**config.mk**
```make
export PLATFORM = sky130hd
export DESIGN_NAME = row_fetch_seq
export DESIGN_NICKNAME = d
export VERILOG_FILES = /design/src/rtl/row_fetch_seq_pkg.sv /design/src/rtl/sync_fifo.sv /design/src/rtl/row_fetch_seq.sv
export SDC_FILE = /design/constraint.sdc
export NUM_CORES = 1
export LEC_CHECK = 0
export ABC_AREA = 1
export ABC_CLOCK_PERIOD_IN_PS = 5400
export CORE_MARGIN = 2
export CORE_UTILIZATION = 50
export CTS_CLUSTER_DIAMETER = 200
export DETAILED_ROUTE_END_ITERATION = 16
export PLACE_DENSITY = 0.73
export SETUP_SLACK_MARGIN = 0.15
export SLEW_MARGIN = 20
export SYNTH_ARGS = -nofsm -noshare
export SYNTH_HDL_FRONTEND = slang
export SYNTH_SLANG_ARGS = --single-unit
```
**constraint.sdc**
```tcl
create_clock -name clock -period 5.4 [get_ports clock]
set_input_delay 1.08 -clock clock [delete_from_list [all_inputs] [get_ports clock]]
set_output_delay 1.08 -clock clock [all_outputs]
set_load 0.03 [all_outputs]
```
**src/rtl/row_fetch_seq_pkg.sv**
```systemverilog
// Shared definitions for the row fetch sequencer: FSM encoding and row width.
package row_fetch_seq_pkg;

   localparam int ROW_W = 64;

   typedef enum logic [1:0] {
      ST_IDLE  = 2'd0,
      ST_FETCH = 2'd1,
      ST_DRAIN = 2'd2,
      ST_DONE  = 2'd3
   } fetch_state_t;

endpackage

```
**src/rtl/sync_fifo.sv**
```systemverilog
// Synchronous FIFO with registered full/empty flags; a push on a full FIFO
// is accepted only when a pop happens on the same edge.
module sync_fifo #(
   parameter int WIDTH = 64,
   parameter int DEPTH = 4
) (
   input  logic             clock,
   input  logic             reset_L,
   input  logic             push,
   input  logic [WIDTH-1:0] wr_data,
   input  logic             pop,
   output logic [WIDTH-1:0] rd_data,
   output logic             full,
   output logic             empty
);

   localparam int PTR_W = (DEPTH > 1) ? $clog2(DEPTH) : 1;
   localparam int CNT_W = $clog2(DEPTH + 1);

   logic [WIDTH-1:0] mem_q [DEPTH];
   logic [PTR_W-1:0] wr_ptr_q;
   logic [PTR_W-1:0] rd_ptr_q;
   logic [CNT_W-1:0] count_q;
   logic [CNT_W-1:0] count_nxt;
   logic             do_push;
   logic             do_pop;

   function automatic logic [PTR_W-1:0] ptr_inc(input logic [PTR_W-1:0] p);
      return (p == PTR_W'(DEPTH - 1)) ? '0 : p + 1'b1;
   endfunction

   assign do_pop  = pop & ~empty;
   assign do_push = push & (~full | do_pop);
   assign rd_data = mem_q[rd_ptr_q];

   always_comb begin
      count_nxt = count_q;
      if (do_push && !do_pop) begin
         count_nxt = count_q + 1'b1;
      end else if (do_pop && !do_push) begin
         count_nxt = count_q - 1'b1;
      end
   end

   always_ff @(posedge clock or negedge reset_L) begin
      if (!reset_L) begin
         wr_ptr_q <= '0;
         rd_ptr_q <= '0;
         count_q  <= '0;
         full     <= 1'b0;
         empty    <= 1'b1;
      end else begin
         if (do_push) wr_ptr_q <= ptr_inc(wr_ptr_q);
         if (do_pop)  rd_ptr_q <= ptr_inc(rd_ptr_q);
         count_q <= count_nxt;
         full    <= (count_nxt == CNT_W'(DEPTH));
         empty   <= (count_nxt == '0);
      end
   end

   // Storage needs no reset; the pointers define what is valid.
   always_ff @(posedge clock) begin
      if (do_push) mem_q[wr_ptr_q] <= wr_data;
   end

endmodule

```
**src/rtl/row_fetch_seq.sv**
```systemverilog
// Fetches a window of reference rows from memory and streams them, in
// request order, to a downstream shift register through a small return FIFO.
//
//   state | meaning
//   IDLE  | waiting for start; stray read data flags overflow
//   FETCH | issuing reads, throttled to FIFO_DEPTH outstanding
//   DRAIN | all reads issued, delivering remaining rows
//   DONE  | one-cycle window_valid pulse
module row_fetch_seq
   import row_fetch_seq_pkg::*;
#(
   parameter int ADDR_W     = 16,
   parameter int ROW_STRIDE = 64,
   parameter int NUM_ROWS   = 15,
   parameter int FIFO_DEPTH = 4
) (
   input  logic              clock,
   input  logic              reset_L,
   input  logic              start,
   input  logic [ADDR_W-1:0] base_addr,
   output logic              busy,
   output logic              mem_rd_req,
   output logic [ADDR_W-1:0] mem_rd_addr,
   input  logic              mem_rd_gnt,
   input  logic              mem_rd_valid,
   input  logic [ROW_W-1:0]  mem_rd_data,
   input  logic              out_ready,
   output logic [ROW_W-1:0]  row_out,
   output logic              load_L,
   output logic              window_valid,
   output logic              overflow_err
);

   localparam int CNT_W = $clog2(NUM_ROWS + 1);
   localparam int OUT_W = $clog2(FIFO_DEPTH + 1);

   fetch_state_t      state_q;
   fetch_state_t      state_nxt;
   logic [ADDR_W-1:0] addr_q;
   logic [CNT_W-1:0]  issued_q;
   logic [CNT_W-1:0]  popped_q;
   logic [OUT_W-1:0]  outstanding_q;
   logic [ROW_W-1:0]  row_q;
   logic              load_L_q;
   logic              ovf_q;

   logic              start_acc;
   logic              issue;
   logic              push;
   logic              pop;
   logic              fifo_full;
   logic              fifo_empty;
   logic [ROW_W-1:0]  fifo_data;

   assign start_acc = (state_q == ST_IDLE) & start;
   assign issue     = mem_rd_req & mem_rd_gnt;
   assign push      = mem_rd_valid & (state_q != ST_IDLE);
   assign pop       = ~fifo_empty & out_ready;

   always_comb begin
      state_nxt  = state_q;
      mem_rd_req = 1'b0;
      case (state_q)
         ST_IDLE: begin
            if (start) state_nxt = ST_FETCH;
         end
         ST_FETCH: begin
            mem_rd_req = (outstanding_q < OUT_W'(FIFO_DEPTH));
            if (mem_rd_req && mem_rd_gnt && (issued_q == CNT_W'(NUM_ROWS - 1))) begin
               state_nxt = ST_DRAIN;
            end
         end
         // Leave one edge after the final pop so window_valid follows the
         // last load strobe rather than overlapping it.
         ST_DRAIN: begin
            if (popped_q == CNT_W'(NUM_ROWS)) state_nxt = ST_DONE;
         end
         ST_DONE: begin
            state_nxt = ST_IDLE;
         end
         default: begin
            state_nxt = ST_IDLE;
         end
      endcase
   end

   always_ff @(posedge clock or negedge reset_L) begin
      if (!reset_L) begin
         state_q <= ST_IDLE;
      end else begin
         state_q <= state_nxt;
      end
   end

   always_ff @(posedge clock or negedge reset_L) begin
      if (!reset_L) begin
         addr_q        <= '0;
         issued_q      <= '0;
         popped_q      <= '0;
         outstanding_q <= '0;
      end else if (start_acc) begin
         addr_q        <= base_addr;
         issued_q      <= '0;
         popped_q      <= '0;
         outstanding_q <= '0;
      end else begin
         if (issue) begin
            addr_q   <= addr_q + ADDR_W'(ROW_STRIDE);
            issued_q <= issued_q + 1'b1;
         end
         if (pop) popped_q <= popped_q + 1'b1;
         case ({issue, pop})
            2'b10:   outstanding_q <= outstanding_q + 1'b1;
            2'b01:   outstanding_q <= outstanding_q - 1'b1;
            default: outstanding_q <= outstanding_q;
         endcase
      end
   end

   always_ff @(posedge clock or negedge reset_L) begin
      if (!reset_L) begin
         row_q    <= '0;
         load_L_q <= 1'b1;
         ovf_q    <= 1'b0;
      end else begin
         load_L_q <= ~pop;
         if (pop) row_q <= fifo_data;
         if (mem_rd_valid && ((state_q == ST_IDLE) || (fifo_full && !pop))) begin
            ovf_q <= 1'b1;
         end
      end
   end

   sync_fifo #(
      .WIDTH (ROW_W),
      .DEPTH (FIFO_DEPTH)
   ) u_ret_fifo (
      .clock   (clock),
      .reset_L (reset_L),
      .push    (push),
      .wr_data (mem_rd_data),
      .pop     (pop),
      .rd_data (fifo_data),
      .full    (fifo_full),
      .empty   (fifo_empty)
   );

   assign busy         = (state_q != ST_IDLE);
   assign window_valid = (state_q == ST_DONE);
   assign mem_rd_addr  = addr_q;
   assign row_out      = row_q;
   assign load_L       = load_L_q;
   assign overflow_err = ovf_q;

endmodule

```
==> results.toml, run 1 <==
[status]
status = "completed"

[clock_tree]
post_cts_buffers = 0
cts.repair.resized = 0
clk_latency_ns = 0.54
cts_made_buffers = 38
cts-hold-fix-buffers = 0
cts_tree = "yes"
clockRootBuffer = "clkbuf_16"
clk_pin_slew_ns = 0.06
cts_sinks = 360
clockBufferDepth = 3
cts_htree_levels = 2

[global_routing]
gr-usage-met2 = 0.347
grt_pass1_vias = 9167
grt.busiest_layer = "met2"
overflow = 0
grt_max_degree = 107
antenna_found_initial = 2
use_met3 = 0.0421
grt_util_met1 = 0.280
grtUsageTotal = 0.209
grt_pass1_wl_um = 47700

[place]
place.gp.congestion = 0.814
pre_cts_slack_ns = 1.28
port_buffers = 170
place_hpwl_um = 17500

[timing]
worst_slew_pin_slew_ns = 1.03
tns_ns = 0
period_share = 0.654
fin_skew_ns = 0.0269
relSlewSlack = 0.313
min_period_ns = 3.53
fin_ws_ns = 1.87
report.final.slew_viol_count = 0
finalSetupViolCount = 0
max_freq_mhz = 283
hold_violations = 0
rsz0062_at_grt = "false"

[floorplan]
core_um2 = 27700
dieArea_um2 = 29400
die_h_um = 172
die_x_um = 172
pin_count = 171
start_util = 0.507
rows = 61

[yosys]
postSynth.asyncResetShare = 0.289
yosysSeqAreaShare = 0.733
ys_types = 35
synthTopCellsByCount = "nor2_1, edfxtp_1, o21ai_0"
ys_seq_elements = 360
syn_inst = 1170
synth_area_um2 = 14000
syn_nets = 1273
synth_ff_type = "edfxtp_1"
synth_top_area_cell = "edfxtp_1"
synthTopCellsByArea = "edfxtp_1, dfrtp_1, nor2_1"
ys_warn_count = 0
post-synth-top-count-cell = "nor2_1"
synth_top_area_frac = 0.547
postSynthAreaPerCell_um2 = 12.0
synth_edf_count = 256

[detailed_routing]
wl_um = 30500
wl_per_cell_um = 17.5
ant_nets = 0
dr.pass1.iters = 5
drcViolationCount = 0
vias = 9286
vias_per_cell = 5.32
dr.first_iter.drc_count = 865

[flow_run]
cap_violations = 0

[final_layout]
drive_above_1_share = 0.0674
area_delta_synth_final_pct = 23.3
final_nets = 1438

[critical_path]
rrSetupSlack_ns = 2.41
start_kind = "primary input"
path_class = "primary input to flip-flop"
cp.arrival_ns = 3.74
worstSetupEndpointType = "flip-flop"
path_max_fanout = 34
required_ns = 5.60
reg2reg_depth = 6

[power]
cellPowerDensity_nw_per_um2 = 582
max-vdd-ir-drop_mv = 0.344
leakage_uw = 0.00637

[min_path]
min_path_type = "primary input to async pin"
where the power goes:
group          total (uW)  internal, uW  switching (uW)
clock                2500          1430            1060
sequential           4110          3700             410
combinational        3480          1230            2250
total               10100          6360            3720
worst max-delay path, cell delays in order:
cell and delay [ns]:
clkdlybuf4s50_1 0.52, inv_1 0.08, nor2_4 0.07, buf_4 0.35, o21ai_1 0.38, nor2_4 0.80
buf_4 0.44
sequential cells by signal, indices dropped and copies added (netlist names), 2 cells and up:
register	flops
u_ret_fifo.mem_q	256
row_out	64
mem_rd_addr	16
issued_q	4
popped_q	4
outstanding_q	3
u_ret_fifo.count_q	3
state_q	2
u_ret_fifo.rd_ptr_q	2
u_ret_fifo.wr_ptr_q	2
routing by layer:
| layer | vias to the layer above | wire (um) |
|---|---|---|
| met5 | - | 0 |
| met4 | 0 | 674 |
| met3 | 50 | 2110 |
| met2 | 299 | 14700 |
| met1 | 4539 | 13000 |
| li1 | 4398 | - |
stage by stage:
step                      power (uW)   util  std cells  hold slack [ns]  area (um^2)
final                          10100  0.625       1746            0.460        17300
after CTS                      10100  0.624       1742            0.480        17300
after global placement          7560  0.580       1672            0.460        16100
after global routing           10700  0.625       1744            0.478        17300
after detailed placement        7640  0.580       1672            0.464        16100
after floorplan                 6350      -       1170            0.483        14000
final timing paths:
kind                                start                       to
max reg2reg                    state_q[1]  u_ret_fifo.mem_q[2][51]
max in group asynchronous         reset_L          mem_rd_addr[14]
min reg2reg                mem_rd_addr[1]           mem_rd_addr[1]
min                               reset_L              row_out[14]
max                             out_ready  u_ret_fifo.mem_q[2][51]
min in group clock         mem_rd_addr[1]           mem_rd_addr[1]
cells in the final DEF, fill, tap and decap left out, types with 8 or more instances in the layout:
| cell | n |
|---|---|
| clkbuf_16 | 38 |
| nand2_1 | 76 |
| edfxtp_1 | 256 |
| dfrtp_1 | 100 |
| clkbuf_1 | 8 |
| nor2_1 | 357 |
| inv_1 | 31 |
| a21oi_1 | 10 |
| clkdlybuf4s50_1 | 169 |
| clkinv_2 | 11 |
| ha_1 | 16 |
| a31oi_1 | 65 |
| nand3_1 | 13 |
| o21ai_0 | 141 |
| buf_4 | 14 |
area by class of cell:
class	instances	area, um^2
multi-input combinational	715	3360
tap	378	473
clock buffer	51	1050
timing repair buffer	185	1840
sequential	360	10300
antenna	3	7.51
clock inverter	19	166
inverter	35	133
fill	2064	10400
logic make-up after synthesis:
| kind of cell | after synthesis | share of synthesized area |
|---|---|---|
| and+or+nand+nor | 465 | 0.129 |
| DFF | 360 | 0.733 |
| AOI/OAI and AO/OA | 227 | 0.0881 |
| buffers and inverters | 95 | 0.0308 |
| adders and majority gates | 17 | 0.0157 |
| xor gates and xnor gates | 6 | 0.00374 |
(Power assumes the default switching activity.)
==> run 2: changes to the inputs <==
--- a/config.mk
+++ b/config.mk
@@ -6,12 +6,12 @@
 export NUM_CORES = 1
 export LEC_CHECK = 0
 export ABC_AREA = 1
-export ABC_CLOCK_PERIOD_IN_PS = 5400
+export ABC_CLOCK_PERIOD_IN_PS = 3200
 export CORE_MARGIN = 2
 export CORE_UTILIZATION = 50
 export CTS_CLUSTER_DIAMETER = 200
 export DETAILED_ROUTE_END_ITERATION = 16
-export PLACE_DENSITY = 0.73
+export PLACE_DENSITY = 0.76
 export SETUP_SLACK_MARGIN = 0.15
 export SLEW_MARGIN = 20
 export SYNTH_ARGS = -nofsm -noshare
==> constraint.sdc (replaced) <==
create_clock -name clock -period 3.2 [get_ports clock]
set_input_delay 0.64 -clock clock [delete_from_list [all_inputs] [get_ports clock]]
set_output_delay 0.64 -clock clock [all_outputs]
set_load 0.03 [all_outputs]
==> run 2 against run 1 <==
Sequential cell count did not move. Largest power group unchanged. Highest routed layer is now met5. Sequential share of layout area fell by 0.19 points. Critical endpoint is now mem_rd_req. Clock power increased by 68%. Worst setup slack got worse by 1.4 ns. Critical path depth fell by 2. Count of clock-buffer cells in the layout unchanged. Cell count about the same. Clock skew fell by 0.0079 ns. Via count grew 1.0%.
==> results.toml, run 2 (synthesized netlist as in run 1, its figures left out) <==
[flow_run]
cap_violations = 0

[critical_path]
path_class = "flip-flop to output port"
crit_chain = "inv_1, ha_1, inv_1, nor2_1, clkdlybuf4s50_1"
crit_family = "buffers and inverters"
cp_num_buf_inv = 3
cp.arrival_ns = 2.07
cpMostUsedCell = "inv_1"
required_ns = 2.56
path_max_fanout = 4
slowest_stage = "clkdlybuf4s50_1"
start_kind = "flip-flop"
worstSetupEndpointType = "output port"
slowest_delay_ns = 0.67

[clock_tree]
cts_htree_levels = 2
cts_sinks = 360
cts.repair.resized = 0
cts_made_buffers = 37
clockBufferDepth = 3
post_cts_buffers = 0
cts_tree = "yes"
cts-hold-fix-buffers = 0
clockRootBuffer = "clkbuf_16"
clk_latency_ns = 0.53
clk_pin_slew_ns = 0.06

[timing]
min_period_ns = 2.71
hold_violations = 0
fin_hold_ws_ns = 0.159
rsz0062_at_grt = "false"
fin_skew_ns = 0.0190
finalSetupViolCount = 0
max_freq_mhz = 369
report.final.slew_viol_count = 0
period_share = 0.847
worst_slew_pin_slew_ns = 0.863
tns_ns = 0
relSlewSlack = 0.425

[detailed_routing]
route.met2.wl_um = 14900
route.met3.wl_um = 2730
highest_layer = "met5"
wl_met1_um = 12900
drcViolationCount = 0
vias_per_cell = 5.38
wl_per_cell_um = 17.9
ant_nets = 0
dr.pass1.iters = 5
vias = 9382
dr.first_iter.drc_count = 1038
wl_um = 31200

[floorplan]
core_um2 = 27700
die_h_um = 172
pin_count = 171
rows = 61
start_util = 0.507
die_x_um = 172
dieArea_um2 = 29400

[final_layout]
drive_above_1_share = 0.0666
final_nets = 1441
largest_register_ffs = 256
fillers = 2042
area_delta_synth_final_pct = 23.7
final_cell_mix = "nor2_1, edfxtp_1, clkdlybuf4s50_1"
largest_register = "u_ret_fifo.mem_q"
fin_area_um2 = 17400
final_common_cell = "nor2_1"
instances_no_fill = 1745

[place]
place.gp.congestion = 0.823
dpl-instance-area_um2 = 16200
place_hpwl_um = 18000
port_buffers = 170
place_inst = 1677

[global_routing]
grt_pass1_wl_um = 48700
grtUsageTotal = 0.215
overflow = 0
antenna_found_initial = 2
grt_max_degree = 131
grt_pass1_vias = 9265

[status]
status = "completed"

[min_path]
min_path_type = "primary input to async pin"

[power]
leakage_uw = 0.00639
cellPowerDensity_nw_per_um2 = 987
max-vdd-ir-drop_mv = 0.737
-- run 2: area by class of cell --
| cell class | count | area, um^2 | area share |
|---|---|---|---|
| diodes | 1 | 2.50 | 0.000144 |
| clock buffers | 51 | 1040 | 0.0598 |
| clock inverters | 16 | 155 | 0.00893 |
| inverters | 35 | 133 | 0.00763 |
| multi-input cells | 715 | 3360 | 0.193 |
| flip-flops and latches | 360 | 10300 | 0.593 |
| well taps | 378 | 473 | 0.0272 |
| repair buffers | 189 | 1920 | 0.110 |
-- run 2: routing by layer --
metal,up-vias,track usage
met1,4510,0.286
met4,2,0.0811
met5,-,0
li1,4403,-
met3,60,0.0444
met2,407,0.349
-- run 2: through the flow --
stage / setup slack (ns) / total power (uW) / utilization
6_report: 0.491 / 17200 / 0.627
5_1_grt: 0.374 / 18100 / 0.627
4_1_cts: 0.466 / 17300 / 0.627
3_5_place_dp: 0.496 / 13000 / 0.584
3_3_place_gp: 0.523 / 12800 / 0.584
2_1_floorplan: -0.0783 / 10700 / -
-- run 2: path summary, 6_finish.rpt --
| kind | startpoint | to | slack, ns | depth (start not counted) |
|---|---|---|---|---|
| max | state_q[1] | mem_rd_req | 0.49 | 5 |
| min | reset_L | row_out[9] | 0.16 | 1 |
| max reg2reg | state_q[0] | u_ret_fifo.mem_q[2][29] | 0.95 | 7 |
| min reg2reg | mem_rd_addr[0] | mem_rd_addr[0] | 0.49 | 2 |
| max in group asynchronous | reset_L | load_L | 2.22 | 2 |
| min in group clock | mem_rd_addr[0] | mem_rd_addr[0] | 0.49 | 2 |
-- run 2: power breakdown --
group / internal (uW) / total, uW / leakage (uW) / switching, uW
registers: 6230 / 6870 / 0.00352 / 639
logic: 2140 / 6100 / 0.00228 / 3950
clock network: 2460 / 4190 / 0.000590 / 1730
==> run 3: changes to the inputs <==
--- a/config.mk
+++ b/config.mk
@@ -6,7 +6,7 @@
 export NUM_CORES = 1
 export LEC_CHECK = 0
 export ABC_AREA = 1
-export ABC_CLOCK_PERIOD_IN_PS = 3200
+export ABC_CLOCK_PERIOD_IN_PS = 2400
 export CORE_MARGIN = 2
 export CORE_UTILIZATION = 50
 export CTS_CLUSTER_DIAMETER = 200
==> constraint.sdc (replaced) <==
create_clock -name clock -period 2.4 [get_ports clock]
set_input_delay 0.48 -clock clock [delete_from_list [all_inputs] [get_ports clock]]
set_output_delay 0.48 -clock clock [all_outputs]
set_load 0.03 [all_outputs]
==> run 3 against run 2 <==
Non-clock buffer count is 5 higher. Via count is 0.36% higher. Critical path depth is 4 lower. Sequential cell count stayed put. Utilization is 0.84 points higher. Count of clock-buffer cells in the layout is 1 higher. Register-to-register slack worse by 0.52 ns. Largest cell class unchanged. Largest power group unchanged.
==> results.toml, run 3 (synthesized netlist as in run 1, its figures left out) <==
[timing]
rsz0062_at_grt = "false"
worst_slew_pin_slew_ns = 0.789
fin_ws_ns = 0.222
relSlewSlack = 0.474
tns_ns = 0
hold_violations = 0
fin_skew_ns = 0.0164
finalSetupViolCount = 0
report.final.slew_viol_count = 0
max_freq_mhz = 459
min_period_ns = 2.18
period_share = 0.907

[floorplan]
pin_count = 171
die_x_um = 172
start_util = 0.507
die_h_um = 172
dieArea_um2 = 29400
rows = 61
core_um2 = 27700

[final_layout]
largest_register_ffs = 256
drive_above_1_share = 0.0758
final_common_cell = "nor2_1"
final_cell_mix = "nor2_1, edfxtp_1, clkdlybuf4s50_1"
largest_register = "u_ret_fifo.mem_q"
area_delta_synth_final_pct = 25.3
final_nets = 1447

[critical_path]
crit_family = "buffers and inverters"
path_class = "flip-flop to output port"
crit_chain = "clkdlybuf4s50_1"
start_kind = "flip-flop"
slowest_delay_ns = 0.72
slowest_stage = "clkdlybuf4s50_1"
path_max_fanout = 7
worstSetupEndpointType = "output port"
cp_num_buf_inv = 1
required_ns = 1.92
cp.arrival_ns = 1.70

[place]
place.gp.congestion = 0.838
pre_cts_slack_ns = 0.172
place_hpwl_um = 19600
port_buffers = 170

[power]
cellPowerDensity_nw_per_um2 = 1330
leakage_uw = 0.00649
max-vdd-ir-drop_mv = 0.862
total_power_uw = 23400

[detailed_routing]
dr.first_iter.drc_count = 931
drcViolationCount = 0
vias_per_cell = 5.38
vias = 9416
wl_per_cell_um = 18.2
wl_um = 31900
ant_nets = 0
dr.pass1.iters = 7

[global_routing]
grt_max_degree = 131
grt_pass1_vias = 9382
grtUsageTotal = 0.218
antenna_found_initial = 2
overflow = 0
grt_pass1_wl_um = 49600

[clock_tree]
clk_pin_slew_ns = 0.06
clockRootBuffer = "clkbuf_16"
cts_sinks = 360
post_cts_buffers = 0
clk_latency_ns = 0.53
clockBufferDepth = 3
cts_made_buffers = 38
cts_htree_levels = 2
cts_tree = "yes"

[flow_run]
cap_violations = 0

[min_path]
min_path_type = "primary input to async pin"

[status]
status = "completed"
run 3: cell type report:
class,instances,area (um^2)
multi-input cells,715,3390
clock inverters,16,206
clock buffers,52,1060
inverters,35,133
fillers,1988,10100
diodes,1,2.50
flip-flops and latches,360,10300
repair buffers,194,2040
well taps,378,473
run 3: per-layer routing:
layer	vias to the layer above	share of wire	GRT usage
met5	-	0.00034	0
met4	2	0.025	0.0737
met3	56	0.073	0.0391
met2	354	0.48	0.362
met1	4588	0.42	0.292
li1	4416	-	-
run 3: path summary, 6_finish.rpt:
path | startpoint | to | slack [ns] | cells past startpoint
min in group clock | mem_rd_addr[5] | mem_rd_addr[5] | 0.48 | 2
min reg2reg | mem_rd_addr[5] | mem_rd_addr[5] | 0.48 | 2
max | mem_rd_addr[11] | mem_rd_addr[11] | 0.22 | 1
max reg2reg | state_q[1] | outstanding_q[2] | 0.43 | 10
min | reset_L | mem_rd_addr[0] | 0.42 | 2
max in group asynchronous | reset_L | row_out[17] | 1.29 | 3
run 3: power breakdown:
| group | leakage [uW] | internal [uW] | total, uW | switching [uW] |
|---|---|---|---|---|
| logic | 0.00234 | 2970 | 8300 | 5330 |
| clock network | 0.000622 | 3560 | 5920 | 2360 |
| registers | 0.00352 | 8300 | 9140 | 833 |
run 3: what timing repair did:
action,in CTS,in global routing
hold endpoints to repair,23,0
hold buffers,1,0
setup endpoints to repair,3,3
resized for setup,3,4
run 3: metrics by stage:
stage	util	cell area [um^2]	hold slack, ns	instances
3_5_place_dp	0.589	16300	0.430	1681
4_1_cts	0.635	17600	0.422	1750
6_report	0.635	17600	0.422	1751
3_3_place_gp	0.589	16300	0.430	1681
5_1_grt	0.635	17600	0.454	1751
2_1_floorplan	-	14100	0.184	1170
